**config.mk**
```make
export PLATFORM = sky130hd
export DESIGN_NAME = fazyrv_alu_seq_flat
export DESIGN_NICKNAME = d
export VERILOG_FILES = /design/src/rtl/fazyrv_alu_seq_pkg.sv /design/src/rtl/fazyrv_alu_seq_if.sv /design/src/rtl/fazyrv_alu.sv /design/src/rtl/fazyrv_alu_seq.sv /design/src/flat_wrapper.sv
export SDC_FILE = /design/constraint.sdc
export NUM_CORES = 1
export LEC_CHECK = 0
export CAP_MARGIN = 30
export CORE_UTILIZATION = 53
export DETAILED_ROUTE_END_ITERATION = 6
export PLACE_DENSITY = 0.83
export SLEW_MARGIN = 20
export SYNTH_ARGS = -nofsm -noshare
export SYNTH_HDL_FRONTEND = slang
export SYNTH_SLANG_ARGS = --single-unit
```
**constraint.sdc**
```tcl
create_clock -name clk_i -period 4.95 [get_ports clk_i]
set_input_delay 0.99 -clock clk_i [delete_from_list [all_inputs] [get_ports clk_i]]
set_output_delay 0.99 -clock clk_i [all_outputs]
set_load 0.05 [all_outputs]
```
**src/rtl/fazyrv_alu_seq_pkg.sv**
```systemverilog
// Shared types for the chunked ALU sequencer: opcodes, ALU control bundle,
// sequencer states and the opcode decoder.
package fazyrv_alu_seq_pkg;

  typedef enum logic [3:0] {
    OP_PASS = 4'd0,
    OP_ADD  = 4'd1,
    OP_SUB  = 4'd2,
    OP_LT   = 4'd3,
    OP_LTU  = 4'd4,
    OP_EQ   = 4'd5,
    OP_XOR  = 4'd6,
    OP_OR   = 4'd7,
    OP_AND  = 4'd8
  } alu_op_e;

  typedef struct packed {
    logic sel_arith;
    logic en_a;
    logic op_sub;
    logic op_xor;
    logic op_and;
    logic cmp_signd;
    logic cmp_eq;
  } alu_ctrl_t;

  typedef enum logic [1:0] {
    IDLE = 2'd0,
    RUN  = 2'd1,
    DONE = 2'd2
  } state_e;

  // Unassigned codes fall through to PASS.
  function automatic alu_ctrl_t alu_decode(alu_op_e op);
    alu_ctrl_t c;
    c = '0;
    case (op)
      OP_ADD: begin c.sel_arith = 1'b1; c.en_a = 1'b1; end
      OP_SUB: begin c.sel_arith = 1'b1; c.en_a = 1'b1; c.op_sub = 1'b1; end
      OP_LT:  begin c.en_a = 1'b1; c.cmp_signd = 1'b1; end
      OP_LTU: c.en_a = 1'b1;
      OP_EQ:  begin c.en_a = 1'b1; c.cmp_eq = 1'b1; end
      OP_XOR: begin c.en_a = 1'b1; c.op_xor = 1'b1; end
      OP_OR:  c.en_a = 1'b1;
      OP_AND: begin c.en_a = 1'b1; c.op_and = 1'b1; end
      default: c.sel_arith = 1'b1;
    endcase
    return c;
  endfunction

  function automatic logic is_cmp_op(alu_op_e op);
    return (op == OP_LT) || (op == OP_LTU) || (op == OP_EQ);
  endfunction

endpackage

```
**src/rtl/fazyrv_alu_seq_if.sv**
```systemverilog
// Request/response bus of the ALU sequencer; master is the requester,
// slave is the sequencer.
interface fazyrv_alu_seq_if;
  logic        req_valid;
  logic        req_ready;
  logic [3:0]  req_op;
  logic [31:0] req_a;
  logic [31:0] req_b;
  logic        rsp_valid;
  logic        rsp_ready;
  logic [31:0] rsp_res;
  logic        rsp_cmp;

  modport master (
    output req_valid, req_op, req_a, req_b, rsp_ready,
    input  req_ready, rsp_valid, rsp_res, rsp_cmp
  );

  modport slave (
    input  req_valid, req_op, req_a, req_b, rsp_ready,
    output req_ready, rsp_valid, rsp_res, rsp_cmp
  );
endinterface

```
**src/rtl/fazyrv_alu.sv**
```systemverilog
// Chunked ALU slice: processes CHUNKSIZE bits per cycle LSB-first, carrying
// adder, compare-borrow and equality state between chunks.
module fazyrv_alu #(
  parameter int CHUNKSIZE = 8
) (
  input  logic                 clk_i,
  input  logic                 lsb_i,
  input  logic                 msb_i,
  input  logic [CHUNKSIZE-1:0] a_i,
  input  logic [CHUNKSIZE-1:0] b_i,
  input  logic                 sel_arith_i,
  input  logic                 en_a_i,
  input  logic                 op_sub_i,
  input  logic                 op_xor_i,
  input  logic                 op_and_i,
  input  logic                 cmp_signd_i,
  input  logic                 cmp_eq_i,
  input  logic                 cmp_keep_i,
  output logic [CHUNKSIZE-1:0] res_o,
  output logic                 cmp_o
);

  logic [CHUNKSIZE-1:0] a_eff;
  logic [CHUNKSIZE:0]   add_sum;
  logic [CHUNKSIZE:0]   diff;
  logic                 add_c_r, cmp_c_r, eq_r;
  logic                 add_cin, cmp_cin, eq_in, eq_now;
  logic                 ltu, lt;

  assign a_eff   = en_a_i ? a_i : '0;
  assign add_cin = lsb_i ? op_sub_i : add_c_r;
  assign add_sum = {1'b0, a_eff} + {1'b0, b_i ^ {CHUNKSIZE{op_sub_i}}}
                 + {{CHUNKSIZE{1'b0}}, add_cin};

  // Independent borrow chain so compares are available for every opcode.
  assign cmp_cin = lsb_i ? 1'b1 : cmp_c_r;
  assign diff    = {1'b0, a_eff} + {1'b0, ~b_i} + {{CHUNKSIZE{1'b0}}, cmp_cin};
  assign eq_in   = (lsb_i && !cmp_keep_i) ? 1'b1 : eq_r;
  assign eq_now  = eq_in && (a_eff == b_i);

  assign ltu = ~diff[CHUNKSIZE];
  assign lt  = (a_eff[CHUNKSIZE-1] ^ b_i[CHUNKSIZE-1]) ? a_eff[CHUNKSIZE-1]
                                                       : diff[CHUNKSIZE-1];

  always_comb begin
    res_o = a_eff | b_i;
    if (sel_arith_i)   res_o = add_sum[CHUNKSIZE-1:0];
    else if (op_xor_i) res_o = a_eff ^ b_i;
    else if (op_and_i) res_o = a_eff & b_i;
  end

  assign cmp_o = msb_i && (cmp_eq_i ? eq_now : (cmp_signd_i ? lt : ltu));

  always_ff @(posedge clk_i) begin
    add_c_r <= add_sum[CHUNKSIZE];
    cmp_c_r <= diff[CHUNKSIZE];
    eq_r    <= eq_now;
  end

endmodule

```
**src/rtl/fazyrv_alu_seq.sv**
```systemverilog
// 32-bit valid/ready ALU built by streaming operands through fazyrv_alu.
// FAZYRV_ALU_SEQ_B2B_EN: accept a new request in the same cycle a response is taken.
module fazyrv_alu_seq
  import fazyrv_alu_seq_pkg::*;
#(
  parameter int CHUNKSIZE = 8
) (
  input logic              clk_i,
  input logic              rst_i,
  fazyrv_alu_seq_if.slave  bus
);

  localparam int ITERATIONS = 32 / CHUNKSIZE;
  localparam int CNT_W      = (ITERATIONS > 1) ? $clog2(ITERATIONS) : 1;
  localparam logic [CNT_W-1:0] CNT_LAST = CNT_W'(ITERATIONS - 1);

  state_e               state, state_nxt;
  logic [31:0]          a_r, b_r, res_r;
  alu_op_e              op_r;
  logic                 cmp_r;
  logic [CNT_W-1:0]     cnt;
  logic                 req_ready, accept, lsb, msb;
  alu_ctrl_t            ctrl;
  logic [CHUNKSIZE-1:0] alu_res;
  logic                 alu_cmp;

  assign lsb    = (state == RUN) && (cnt == '0);
  assign msb    = (state == RUN) && (cnt == CNT_LAST);
  assign accept = bus.req_valid && req_ready;
  assign ctrl   = alu_decode(op_r);

  always_comb begin
    state_nxt = state;
    req_ready = 1'b0;
    case (state)
      IDLE: begin
        req_ready = 1'b1;
        if (bus.req_valid) state_nxt = RUN;
      end
      RUN: begin
        if (msb) state_nxt = DONE;
      end
      DONE: begin
`ifdef FAZYRV_ALU_SEQ_B2B_EN
        req_ready = bus.rsp_ready;
        if (bus.rsp_ready) state_nxt = bus.req_valid ? RUN : IDLE;
`else
        if (bus.rsp_ready) state_nxt = IDLE;
`endif
      end
      default: state_nxt = IDLE;
    endcase
  end

  always_ff @(posedge clk_i) begin
    if (rst_i) state <= IDLE;
    else       state <= state_nxt;
  end

  always_ff @(posedge clk_i) begin
    if (rst_i) begin
      a_r   <= '0;
      b_r   <= '0;
      res_r <= '0;
      op_r  <= OP_PASS;
      cmp_r <= 1'b0;
      cnt   <= '0;
    end else if (accept) begin
      a_r  <= bus.req_a;
      b_r  <= bus.req_b;
      op_r <= alu_op_e'(bus.req_op);
      cnt  <= '0;
    end else if (state == RUN) begin
      a_r   <= a_r >> CHUNKSIZE;
      b_r   <= b_r >> CHUNKSIZE;
      // Result chunks enter at the top so the LSB chunk ends up at bit 0.
      res_r <= (res_r >> CHUNKSIZE) | (32'(alu_res) << (32 - CHUNKSIZE));
      cnt   <= cnt + CNT_W'(1);
      if (msb) cmp_r <= alu_cmp;
    end
  end

  fazyrv_alu #(.CHUNKSIZE(CHUNKSIZE)) u_alu (
    .clk_i       (clk_i),
    .lsb_i       (lsb),
    .msb_i       (msb),
    .a_i         (a_r[CHUNKSIZE-1:0]),
    .b_i         (b_r[CHUNKSIZE-1:0]),
    .sel_arith_i (ctrl.sel_arith),
    .en_a_i      (ctrl.en_a),
    .op_sub_i    (ctrl.op_sub),
    .op_xor_i    (ctrl.op_xor),
    .op_and_i    (ctrl.op_and),
    .cmp_signd_i (ctrl.cmp_signd),
    .cmp_eq_i    (ctrl.cmp_eq),
    .cmp_keep_i  (1'b0),
    .res_o       (alu_res),
    .cmp_o       (alu_cmp)
  );

  assign bus.req_ready = req_ready;
  assign bus.rsp_valid = (state == DONE);
  assign bus.rsp_res   = is_cmp_op(op_r) ? {31'b0, cmp_r} : res_r;
  assign bus.rsp_cmp   = cmp_r;

endmodule

```
**src/flat_wrapper.sv**
```systemverilog
// flat-port wrapper written by rule: the top's interface ports become plain ports
module fazyrv_alu_seq_flat import fazyrv_alu_seq_pkg::*;
#(
  parameter int CHUNKSIZE = 8
)
  (clk_i, rst_i, bus_req_valid, bus_req_op, bus_req_a, bus_req_b, bus_rsp_ready, bus_req_ready, bus_rsp_valid, bus_rsp_res, bus_rsp_cmp);
  fazyrv_alu_seq_if bus_i ();
  input logic clk_i;
  input logic rst_i;
  input wire logic [$bits(bus_i.req_valid)-1:0] bus_req_valid;
  input wire logic [$bits(bus_i.req_op)-1:0] bus_req_op;
  input wire logic [$bits(bus_i.req_a)-1:0] bus_req_a;
  input wire logic [$bits(bus_i.req_b)-1:0] bus_req_b;
  input wire logic [$bits(bus_i.rsp_ready)-1:0] bus_rsp_ready;
  output wire logic [$bits(bus_i.req_ready)-1:0] bus_req_ready;
  output wire logic [$bits(bus_i.rsp_valid)-1:0] bus_rsp_valid;
  output wire logic [$bits(bus_i.rsp_res)-1:0] bus_rsp_res;
  output wire logic [$bits(bus_i.rsp_cmp)-1:0] bus_rsp_cmp;
  assign bus_i.req_valid = bus_req_valid;
  assign bus_i.req_op = bus_req_op;
  assign bus_i.req_a = bus_req_a;
  assign bus_i.req_b = bus_req_b;
  assign bus_i.rsp_ready = bus_rsp_ready;
  assign bus_req_ready = bus_i.req_ready;
  assign bus_rsp_valid = bus_i.rsp_valid;
  assign bus_rsp_res = bus_i.rsp_res;
  assign bus_rsp_cmp = bus_i.rsp_cmp;
  fazyrv_alu_seq #(.CHUNKSIZE(CHUNKSIZE)) u_core (.clk_i(clk_i), .rst_i(rst_i), .bus(bus_i));
endmodule
```
; After elaboration in Yosys (flattened, before gate mapping)
; Cells that the tools add are included.
[word_totals]
rom_bits = 0
output_inout_bits = 35
register_bits = 108
elab_cells = 81
mem_count = 0
ram_bits = 0
latch_bits = 0
[classes]
div_mod_pow = 0
n_lt_le_gt_ge = 0
n_addsub = 5
n_reduce_logical = 16
n_shift = 0
eq_ne = 15
bitwise = 9
mul = 0
muxes = 26
[ops]
columns = cell, count
row1 = $mux W32, 5
row2 = $mux W8, 4
row3 = $or A24 B32 Y32, 1
row4 = $add A8 B8 Y9, 2
row5 = $add A9 B1 Y9, 2
row6 = $eq A4 B3 Y1 const B, 4
row7 = $xor A8 B8 Y8, 2
row8 = $mux W1, 13
row9 = $and A8 B8 Y8, 1
row10 = $eq A4 B2 Y1 const B, 2
row11 = $eq A8 B8 Y1, 1
row12 = $not A8 Y8, 1
row13 = $or A8 B8 Y8, 1
row14 = $reduce_or A8 Y1, 1
row15 = $mux W2, 3
row16 = $ne A2 B2 Y1 const B, 3
row17 = $pmux W2 S3, 1
row18 = $reduce_and A3 Y1, 2
row19 = $reduce_or A6 Y1, 1
row20 = $logic_and A1 B1 Y1, 5
row21 = $eq A2 B2 Y1 const B, 2
row22 = $eq A4 B1 Y1 const B, 1
row23 = $eq A4 B4 Y1 const B, 1
row24 = $logic_not A2 Y1, 2
row25 = 8 further kinds, 10

; Depth between registers and ports, before layout
[logic_depth]
depth_word = 10
depth_mapped = 16

; Modules after synthesis
; Synthesis repeated with hierarchy kept, for this count alone.
[hier_totals]
cells_unflattened = 788
hier_area_um2 = 6057.1
[by_module_without_submodules]
columns = mod, seq_area_each_um2, instances, cells_each, area_per_inst_um2
row1 = fazyrv_alu_seq, 2102.0, 1, 600, 4703.3
row2 = fazyrv_alu, 60.1, 1, 188, 1353.8

; Worst setup path before layout
; OpenSTA, ideal clock, no wires.
[synth_timing]
kind = flip-flop to flip-flop
from = register u_core.op_r[0]
to = register u_core.u_alu.add_c_r
setup_ns = 0.114
stages_incl_launch_ff = 15
required_time_ns = 4.836
t_arrival_ns = 3.335
period_less_slack_ns = 3.449
setup_slack_ns = 1.501
path_buffers = 2
path_cell_list = dfxtp_1 > buf_2 > nor4b_4 > clkbuf_1 > xnor2_1 > fa_1 > inv_1 > ha_1 > maj3_2 > o21ai_2 > nand2b_2 > a221oi_2 > nor3_1 > maj3_2 > a21o_1
[synth_between]
elab_chain_cells = 6
elab_cells_between_ends = 16
classes_between = add/sub: 2 / eq/ne: 8 / mux: 4 / bitwise: 1 / reduce/logical: 1
[synth_rtl]
columns = item, line_no
row1 = start: declaration, fazyrv_alu_seq.sv:19  ; alu_op_e op_r;
row2 = start signal: assignment, fazyrv_alu_seq.sv:71  ; op_r <= alu_op_e'(bus.req_op);
row3 = "$eq A4 B1 Y1, or another cell as far along", fazyrv_alu_seq_pkg.sv:37  ; case (op)
row4 = $reduce_or A8 Y1 (no source line), --
row5 = $mux W1, fazyrv_alu_seq_pkg.sv:37
row6 = $mux W8, fazyrv_alu.sv:30  ; assign a_eff = en_a_i ? a_i : '0;
row7 = $add A8 B8 Y9, fazyrv_alu.sv:32  ; assign add_sum = {1'b0, a_eff} + {1'b0, b_i ^ {CHUNKSIZE{op_sub_i}}}
row8 = $add A9 B1 Y9 (*), fazyrv_alu.sv:33  ; + {{CHUNKSIZE{1'b0}}, add_cin};
row9 = net u_core.u_alu.add_sum[8], fazyrv_alu.sv:24  ; logic [CHUNKSIZE:0] add_sum;
row10 = end signal: assignment, fazyrv_alu.sv:55  ; add_c_r <= add_sum[CHUNKSIZE];
row11 = end: declaration, fazyrv_alu.sv:26  ; logic add_c_r, cmp_c_r, eq_r;
; Mark *: on every way through the listed nets, which the timed path passes. The rest lies on a longest branch.
; A chain may end at the register's enable or synchronous reset.

; Worst setup path after layout
[layout_timing]
from = register u_core.op_r[2]
to = output port bus_rsp_res[11]
[layout_between]
elab_chain_cells = 4
elab_cells_between_ends = 6
classes_between = eq/ne: 3 / mux: 1 / reduce/logical: 2
[layout_rtl]
columns = item, line_no
row1 = $eq A4 B2 Y1 / $eq A4 B3 Y1 (equally long branches), fazyrv_alu_seq_pkg.sv:52  ; return (op == OP_LT) || (op == OP_LTU) || (op == OP_EQ);
row2 = $logic_or A1 B1 Y1, fazyrv_alu_seq_pkg.sv:52
row3 = $logic_or A1 B1 Y1 (*), fazyrv_alu_seq_pkg.sv:52
row4 = $mux W32 (*), fazyrv_alu_seq.sv:103  ; assign bus.rsp_res = is_cmp_op(op_r) ? {31'b0, cmp_r} : res_r;
row5 = end: declaration, flat_wrapper.sv:17  ; output wire logic [$bits(bus_i.rsp_res)-1:0] bus_rsp_res;
; Every way passes the cells marked *; elsewhere a longest branch is shown, timed or not.

==> impl_metrics.ini <==
[finish]
drive_above_1_share_pct = 5.452
n_antenna_cell = 0
nFillCells = 854
final_nets = 897
syn2layout_area_growth_pct = 23.81

[sta]
fin_skew_ns = 0.01048
max-slew-margin-rel_pct = 38.28
setup_slack_ns = 0.9766
slew_violations = 0
period_share_pct = 80.27
setup_viol = 0
worstMarginPinSlew_ns = 0.9258
grt_setup_unrepaired = false
tns_ns = 0
fmaxAchievable_mhz = 251.7
finalHoldViolCount = 0
fin_crit_ns = 3.973

[routing]
wl_um = 15440
final_antenna_net_count = 0
post_drt_wl_per_cell_um = 16.37
drc = 0
vias = 5542
drt_iter0_markers = 377
viasPerCell = 5.877
drtPass1Iterations = 6

[clock_network]
hold_buffers = 0
clockRootBuffer = clkbuf_8
htreeDepth = 3
clkSinkCount = 108
cts_tree = done
cts-buffers-inserted = 9
clk_latency_ns = 0.38
clk_path_buf_depth = 2
clkTransAtPathRegs_ns = 0.11
post_cts_resize_count = 0
post_cts.repair.setup_buffers = 0

[floorplan]
die_h_um = 105.2
dieWidth_um = 105.2
pin_count = 107
start_util_pct = 54.71
die_area_um2 = 11070
fp.coreArea_um2 = 10320
rows = 37

[hold_path]
hp-class = reg2reg
whs_path_depth = 2

[placed_design]
hpwl_um = 10680
gp_congestion = 0.9130
pre_cts_slack_ns = 1.046
portBuffers = 106

[power]
p_sw_share_pct = 32.39
vdd_ir_drop_max_uv = 182.3
pwr-share-seq_pct = 49.6
p_int_uw = 1312
p_leak_uw = 0.002546
p_switching_uw = 628.5
powerDensity_nw_per_um2 = 277.5
clockPowerShare_pct = 27.6
share_comb_of_total_power_pct = 22.7

[synth]
synth_edf_count = 0
synth-main-ff-cell = dfxtp_1
yosys.area.top_type = dfxtp_1
ys_types = 59
yosysTopAreaCellShare_pct = 38.28
synth.ff_latch_count = 108
synth_area_um2 = 5648
netlist_top_cells_area = dfxtp_1 (38%), a21oi_1 (10%), nand2_1 (10%)
syn_inst = 735
post_synth.cell_area_avg_um2 = 7.684
ys_warn_count = 0
seq_area_frac_synth_pct = 38.28
async_flop_share_pct = 0
synth_nets = 830

[critical_path]
crit_fanout = 21
worstSetupStartpointType = flop
worst_ep_required_time_ns = 3.96
ff2ff_path_depth = 12
worstPathArrival_ns = 2.98
end_kind = primary output
path_class = reg2out

[job]
cap_viol_max_count = 0

[outcome]
run_status = finished clean

[global_route]
first_global_vias = 5115
grt_max_degree = 106
track_usage_pct = 27.68
antenna_found_initial = 0
grt-ovfl-total = 0
grt_pass1_wl_um = 24830
==> final timing paths <==
| check | start | to | slack [ns] |
|---|---|---|---|
| setup / recovery | u_core.op_r[2]$_SDFFE_PP0P_ | bus_rsp_res[11] | 0.98 |
| hold / removal | u_core.res_r[7]$_SDFFE_PP0P_ | u_core.res_r[7]$_SDFFE_PP0P_ | 0.46 |
| setup reg to reg | u_core.op_r[0]$_SDFFE_PP0P_ | u_core.res_r[29]$_SDFFE_PP0P_ | 1.03 |
| hold reg to reg | u_core.res_r[7]$_SDFFE_PP0P_ | u_core.res_r[7]$_SDFFE_PP0P_ | 0.46 |
==> worst max-delay path, stage by stage, from the launching register on <==
cell and delay (ns):
dfxtp_1 0.69, mux2_2 0.41, nor2_2 0.37, buf_4 0.33, nor2b_1 0.08, clkdlybuf4s50_1 0.72
==> placed cells by master, fill, tap and decap left out, drive strengths merged, types with 3 or more instances in the layout <==
cell,instances
nand2,151
a21oi,115
dfxtp,108
clkdlybuf4s50,105
a22oi,49
nor2b,33
inv,26
nor2,25
o21ai,25
ha,21
nand3,20
xnor2,16
nor3,12
clkbuf,10
buf,9
a211oi,7
a31oi,6
nand2b,6
o211ai,5
and2,5
o22ai,4
o221ai,3
xor2,3
nor4,3
==> final cells by class <==
cell class / instances / area, um2 / share of cell area, %
multi-input combinational: 546 / 3201 / 45.77
sequential: 108 / 2162 / 30.92
timing repair buffer: 114 / 1179 / 16.85
tap: 136 / 170.2 / 2.433
clock buffer: 10 / 137.6 / 1.968
inverter: 23 / 86.33 / 1.235
clock inverter: 6 / 57.56 / 0.8230
==> stage by stage <==
step                hold WS, ns  util (%)  cells  total power [uW]  cell area (um2)
global route             0.4790     67.74    943              2028             6993
global placement         0.4401     65.05    924              1400             6715
detailed placement       0.4467     65.05    924              1405             6715
floorplan                0.4318         -    735              1252             5648
CTS                      0.4630     66.94    940              1927             6910
finish                   0.4591     67.74    943              1940             6993
==> flip-flops by register name, summed over array words and instances (netlist names), 2 cells and up <==
register / cells
u_core.a_r: 32
u_core.b_r: 32
u_core.res_r: 32
u_core.op_r: 4
u_core.cnt: 2
u_core.state: 2
==> power by group through the flow <==
stage                     Combinational [uW]  Sequential, uW  Clock (uW)
after floorplan                          292             960           0
after global placement                   420             979           0
after detailed placement                 423             982           0
after CTS                                425             962         540
after global routing                     479             969         579
final                                    441             963         537
==> kinds of logic after synthesis <==
family	Yosys count	synth area share, %
DFF	108	38.28
xor gates and xnor gates	19	2.946
adders and majority gates	25	5.760
and+or+nand+nor	266	21.75
AOI/OAI and AO/OA	232	25.08
buffers and inverters	81	5.427
muxes	4	0.7532
==> synthesized netlist by cell type (all sizes together), types with 3 or more instances <==
library cell / count
nand2: 151
o221ai: 3
clkbuf: 48
a22oi: 49
a21oi: 115
o21ai: 25
inv: 23
nor2: 25
nor4: 3
dfxtp: 108
o22ai: 4
a211oi: 7
nor2b: 33
xnor2: 16
buf: 10
xor2: 3
and2: 5
a31oi: 6
nand2b: 6
nand3: 20
nor3: 12
ha: 21
o211ai: 5
==> metal layers <==
metal  GRT usage (%)  wire, um  up-vias
li1                -         -     2689
met1           36.10      6596     2608
met2           46.38      7540      221
met3           5.442      1011       24
met4           7.948       293        0
met5               0         0        -
No activity file was read; power rests on OpenSTA's default activity.
